`src/rtl/key_frame_sync_debounce.sv`:
```
// Debounces active-low keys into one-hot press flags, released at vsync frame start (or 1 cycle after confirm).
// Press confirm lands 2+CNT_MAX cycles after key_in falls; flag and key_state are registered; no backpressure.
module key_frame_sync_debounce #(
   parameter int   KEY_NUM    = 4,
   parameter int   CNT_MAX    = 500000,
   parameter logic VS_ACTIVE  = 1'b0,
   parameter bit   FRAME_SYNC = 1'b1
) (
   input  logic               vga_clk,
   input  logic               sys_rst_n,
   input  logic [KEY_NUM-1:0] key_in,
   input  logic               vsync_in,
   output logic [KEY_NUM-1:0] key_flag,
   output logic [KEY_NUM-1:0] key_state
);

   localparam int            CW       = (CNT_MAX > 1) ? $clog2(CNT_MAX) : 1;
   localparam logic [CW-1:0] CNT_LAST = CW'(CNT_MAX - 1);

   typedef enum logic [1:0] {
      IDLE       = 2'd0,
      PRESS_FILT = 2'd1,
      HELD       = 2'd2,
      REL_FILT   = 2'd3
   } key_fsm_t;

   logic [KEY_NUM-1:0] key_m;
   logic [KEY_NUM-1:0] key_s;

   key_fsm_t           state     [KEY_NUM];
   key_fsm_t           state_nxt [KEY_NUM];
   logic [CW-1:0]      cnt       [KEY_NUM];
   logic [CW-1:0]      cnt_nxt   [KEY_NUM];
   logic [KEY_NUM-1:0] confirm;
   logic [KEY_NUM-1:0] held;

   logic               vsync_d;
   logic               frame_start;
   logic [KEY_NUM-1:0] pending;
   logic [KEY_NUM-1:0] pending_nxt;
   logic [KEY_NUM-1:0] sel_src;
   logic [KEY_NUM-1:0] sel;

   // Released keys idle high, so the synchronizer resets to 1 to avoid a false press.
   always_ff @(posedge vga_clk or negedge sys_rst_n) begin
      if (!sys_rst_n) begin
         key_m <= '1;
         key_s <= '1;
      end else begin
         key_m <= key_in;
         key_s <= key_m;
      end
   end

   always_ff @(posedge vga_clk or negedge sys_rst_n) begin
      if (!sys_rst_n) begin
         for (int i = 0; i < KEY_NUM; i++) begin
            state[i] <= IDLE;
            cnt[i]   <= '0;
         end
      end else begin
         for (int i = 0; i < KEY_NUM; i++) begin
            state[i] <= state_nxt[i];
            cnt[i]   <= cnt_nxt[i];
         end
      end
   end

   always_comb begin
      for (int i = 0; i < KEY_NUM; i++) begin
         state_nxt[i] = state[i];
         cnt_nxt[i]   = cnt[i];
         confirm[i]   = 1'b0;
         held[i]      = 1'b0;
         unique case (state[i])
            IDLE: begin
               if (!key_s[i]) begin
                  state_nxt[i] = PRESS_FILT;
                  cnt_nxt[i]   = '0;
               end
            end
            PRESS_FILT: begin
               if (key_s[i]) begin
                  state_nxt[i] = IDLE;
                  cnt_nxt[i]   = '0;
               end else if (cnt[i] == CNT_LAST) begin
                  state_nxt[i] = HELD;
                  cnt_nxt[i]   = '0;
                  confirm[i]   = 1'b1;
               end else begin
                  cnt_nxt[i]   = cnt[i] + 1'b1;
               end
            end
            HELD: begin
               held[i] = 1'b1;
               if (key_s[i]) begin
                  state_nxt[i] = REL_FILT;
                  cnt_nxt[i]   = '0;
               end
            end
            REL_FILT: begin
               held[i] = 1'b1;
               if (!key_s[i]) begin
                  state_nxt[i] = HELD;
                  cnt_nxt[i]   = '0;
               end else if (cnt[i] == CNT_LAST) begin
                  state_nxt[i] = IDLE;
                  cnt_nxt[i]   = '0;
               end else begin
                  cnt_nxt[i]   = cnt[i] + 1'b1;
               end
            end
            default: begin
               state_nxt[i] = IDLE;
               cnt_nxt[i]   = '0;
            end
         endcase
      end
   end

   assign frame_start = (vsync_d != VS_ACTIVE) && (vsync_in == VS_ACTIVE);

   // Frame-synced mode only looks at pending bits from earlier cycles; a set on the
   // same bit as the clear wins so a coincident press waits for the next frame.
   always_comb begin
      sel_src     = '0;
      pending_nxt = pending;
      if (FRAME_SYNC) begin
         sel_src = frame_start ? pending : '0;
      end else begin
         sel_src = pending | confirm;
      end
      sel = sel_src & (~sel_src + KEY_NUM'(1));
      if (FRAME_SYNC) begin
         pending_nxt = (pending & ~sel) | confirm;
      end else begin
         pending_nxt = sel_src & ~sel;
      end
   end

   always_ff @(posedge vga_clk or negedge sys_rst_n) begin
      if (!sys_rst_n) begin
         vsync_d   <= ~VS_ACTIVE;
         pending   <= '0;
         key_flag  <= '0;
         key_state <= '0;
      end else begin
         vsync_d   <= vsync_in;
         pending   <= pending_nxt;
         key_flag  <= sel;
         key_state <= held;
      end
   end

endmodule

```
`config.mk`:
```
export PLATFORM = sky130hd
export DESIGN_NAME = key_frame_sync_debounce
export DESIGN_NICKNAME = d
export VERILOG_FILES = /design/src/rtl/key_frame_sync_debounce.sv
export SDC_FILE = /design/constraint.sdc
export NUM_CORES = 1
export LEC_CHECK = 0
export ABC_AREA = 1
export BUFFER_PORTS_ARGS = -buffer_cell sky130_fd_sc_hd__buf_2
export CAP_MARGIN = 30
export CELL_PAD_IN_SITES_DETAIL_PLACEMENT = 2
export CELL_PAD_IN_SITES_GLOBAL_PLACEMENT = 2
export CORE_ASPECT_RATIO = 0.6
export CORE_UTILIZATION = 30
export CTS_BUF_LIST = sky130_fd_sc_hd__clkbuf_8
export CTS_CLUSTER_SIZE = 40
export DETAILED_ROUTE_END_ITERATION = 16
export PLACE_DENSITY = 0.72
export SLEW_MARGIN = 10
export SYNTH_ARGS = -nofsm -noshare
export SYNTH_HDL_FRONTEND = slang
export SYNTH_SLANG_ARGS = --single-unit
```
`constraint.sdc`:
```
create_clock -name vga_clk -period 1.5 [get_ports vga_clk]
set_input_delay 0.15 -clock vga_clk [delete_from_list [all_inputs] [get_ports vga_clk]]
set_output_delay 0.15 -clock vga_clk [all_outputs]
set_load 0.01 [all_outputs]
```
==> summary.md <==
| Metric | Value |
|---|---|
| Initial antenna violation count | `0` |
| # port buffers | `14` |
| Die Footprint | `0.01979 mm^2` |
| Endpoints failing setup | `33` |
| Clk_lat worst skew | `around 0.4 ns` |
| Via density | `slightly above 5` |
| H-tree levels | `3` |
| Final period util | `106.8%` |
| M3 GR Usage | `~3.4%` |
| Max_cap viols | `0` |
| Syn avg cell area | `~7.7 um^2` |
| Failing checks | `negative setup slack` |
| EDFF count, synth | `0` |
| Area growth syn-to-layout | `35.28%` |
| GRT Total Usage | `around a fifth` |
| Fin crit period | `roughly 1.6 ns` |
| Slew margin rel. | `roughly three quarters` |
| DRT antenna net count | `0` |
| Max FO, Critical Path | `4` |
| CP max-delay cell | `dfrtp_1` |
| Ports | `15` |
| Max clock buf depth | `2` |
| Initial drt markers | `207` |
| Hold Path Class | `input pin to asynchronous set/reset pin` |
| Fmax | `around 620 MHz` |
| Power consumption | `about 8500 uW` |
| DRC | `0` |
| GR Overflow Total | `0` |
| R2R depth | `7` |
| Row count | `38` |
| Flops & latches, synth | `roughly 110` |
| FF-to-FF setup slack | `-0.10 ns` |
| First-pass GRT wire length | `~32000 um` |
| Crit-path leading delay family | `flip-flops` |
| Fin area | `between 0.007 and 0.008 mm^2` |
| Ys flop type | `dfrtp_1` |
| RSZ-0062 raised after global routing | `true` |
| Detailed placement HPWL | `around 14000 um` |
| Syn nets | `757` |
| Clock Root Buffer | `clkbuf_8` |
| CTS tree | `built` |
| Worst slew pin tran | `~0.38 ns` |
| Slowest stage delay, CP | `0.43 ns` |
| Area after DPL | `between 0.006 and 0.007 mm^2` |
| Syn Inst Count | `approximately 750` |
| Total Wirelength | `20640 um` |
| Via count | `about 5600` |
| Static Leak | `roughly 0.0034 uW` |
| Clock Sinks | `about 110` |
| CP Launch Type | `flip-flop` |
| Post-synth top area cell | `dfrtp_1` |
| Final WS setup | `-0.1027 ns` |
| Sequential element share of the synthesized area | `45.79%` |
| Routed len/inst | `around 19 um` |
| Yosys top cell area share | `approximately two fifths` |
| Met1 usage | `between 20% and 30%` |
| Post-Place Cells | `between 1000 and 1500` |
| Hold Vio Cnt, Final | `0` |
| CP endpoint kind | `flip-flop` |
| Yosys warning total | `0` |
| Pwr dens | `around 1100 mW/mm^2` |
| # fillers | `2067` |
| CP Buf/Inv Count | `3` |
| Die Ht | `around 110 um` |
| GR Layer Usage met2 | `between 30% and 40%` |
| Initial core utilization | `31.24%` |
| Status | `finished, violations left` |
| Share of layout cells above drive strength 1 | `32.72%` |
| Drt first pass iters | `5` |
| Distinct cells, synth | `38` |
| Crit path kind | `flip-flop to flip-flop` |
| Layout Nets | `878` |
| Worst-path clk slew | `about 0.11 ns` |
| Crit-path cells | `buf_6 -> clkinvlp_4 -> buf_4 -> nor3_2 -> a21boi_0 -> o21ai_0 -> o21ai_2` |
| R2r startpoint | `cnt[0]` |
| GRT busiest layer | `met2` |
| Die width | `180.9 um` |
| CTS buffer count | `9` |
| Gpl congestion | `between 0.8 and 0.9` |
| Peak supply drop | `about 0.43 mV` |
| Reg2reg end | `cnt[5]` |
| Pins Over Slew Limit | `0` |
| Core Area | `~0.018 mm^2` |
| Number of global-route vias before repair | `just over 6000` |
| Worst Path Arrival | `between 1.5 and 2 ns` |
| Area contributors post-synth | `dfrtp_1, nand2_1, inv_1` |
| Pin count of the biggest net entering global routing | `56` |
| Async set-reset flop share out of synthesis | `100.0%` |
| Synthesized area | `roughly 0.0058 mm^2` |
| Number of inserted diodes | `0` |
| Non-Filler Instances | `1111` |
| Clock skew | `between 0.01 and 0.015 ns` |
| Worst path required time | `1.79 ns` |
worst max-delay path by stage:
stage | depth (start not counted) | endpoint | start | slack [ns]
global placement | 8 | cnt[74] | cnt[57] | -0.06
finish | 7 | cnt[5] | cnt[0] | -0.10
global route | 10 | cnt[14] | cnt[1] | -0.20
floorplan | 8 | cnt[18] | cnt[0] | 0.06
CTS | 9 | flip-flop | cnt[58] | -0.05
detailed placement | 8 | cnt[72] | cnt[57] | -0.22
what timing repair did:
action / CTS / global route
pin swaps: 18 / 49
gates cloned: 1 / 2
hold buffers: 6 / 0
hold endpoints to repair: 101 / 0
setup endpoints to repair: 74 / 82
resized for setup: 47 / 126
setup buffers: 13 / 19
cell families after synthesis:
kind of cell             count (synthesis)  synth area share, %
buffers and inverters                  102                7.338
flip-flops                             105                45.79
XOR/XNOR                                21                3.192
AND/OR/NAND/NOR                        413                32.65
adder cells (fa/ha/maj)                  4               0.8685
AO/OA/AOI/OAI                          101                10.16
area by class of cell:
type	instances	area (um^2)	area share, %
tap	240	300.3	3.852
sequential	105	2643	33.89
timing repair buffer	123	1030	13.21
clock buffer	10	137.6	1.765
clock inverter	5	56.30	0.7222
inverter	87	335.3	4.301
multi-input combinational	541	3294	42.26
metrics by stage:
| stage | setup TNS [ns] | util [%] | hold slack, ns | setup WS (ns) |
|---|---|---|---|---|
| floorplan | 0 | - | -0.1456 | 0.06094 |
| global placement | -0.5775 | 35.86 | 0.1796 | -0.06488 |
| detailed placement | -4.386 | 35.86 | 0.1849 | -0.2158 |
| CTS | -0.06490 | 38.90 | 0.2860 | -0.04693 |
| global route | -6.501 | 42.26 | 0.3101 | -0.2042 |
| finish | -1.493 | 42.26 | 0.2874 | -0.1027 |
layout by cell type, fill, tap and decap left out, drive strengths merged, types with 3 or more instances in the layout:
| cell | Yosys | routed |
|---|---|---|
| nand4 | 19 | 19 |
| nand2 | 221 | 221 |
| ha | 4 | 4 |
| clkinv | 0 | 3 |
| inv | 87 | 86 |
| o22ai | 21 | 21 |
| nor2 | 94 | 96 |
| dfrtp | 96 | 96 |
| a21oi | 17 | 17 |
| xor2 | 18 | 18 |
| dfstp | 9 | 9 |
| o21bai | 3 | 3 |
| dlygate4sd3 | 0 | 6 |
| buf | 11 | 117 |
| nand3 | 67 | 67 |
| xnor2 | 3 | 3 |
| nor3 | 10 | 10 |
| clkbuf | 4 | 10 |
| o21ai | 53 | 53 |
worst reg2reg max path, cell delays in order (launching register included):
cell and delay, ns:
dfrtp_1 0.43, buf_6 0.15, clkinvlp_4 0.10, buf_4 0.15
nor3_2 0.24, a21boi_0 0.17, o21ai_0 0.16, o21ai_2 0.08
cell usage after synthesis, types with 11 or more instances:
cell     number
xor2_1       18
nand3_1      62
nand4_1      19
o22ai_1      21
inv_1        85
o21ai_0      27
nor2_1       73
o21ai_1      23
a21oi_1      16
dfrtp_1      96
nor2_2       11
nand2_1     212
layer usage:
metal | part of all wire [%] | vias up
li1 | - | 2655
met1 | 47 | 2868
met2 | 49 | 75
met3 | 3.1 | 24
met4 | 1.1 | 0
met5 | 0 | -
power by group:
group          leakage (uW)  total [uW]  internal (uW)  switching (uW)
Sequential          0.00140        3400           3110             288
Clock             0.0000981        1870            807            1060
Combinational       0.00191        3210           1340            1870
Total               0.00341        8480           5260            3220
sequential cells by signal, indices dropped and copies added, names as in the netlist, named ones only:
signal	flops
key_flag	4
key_m	4
key_s	4
cnt	76
pending	4
key_state	4
vsync_d	1
state	4
Power figures use the tool's default switching activity.
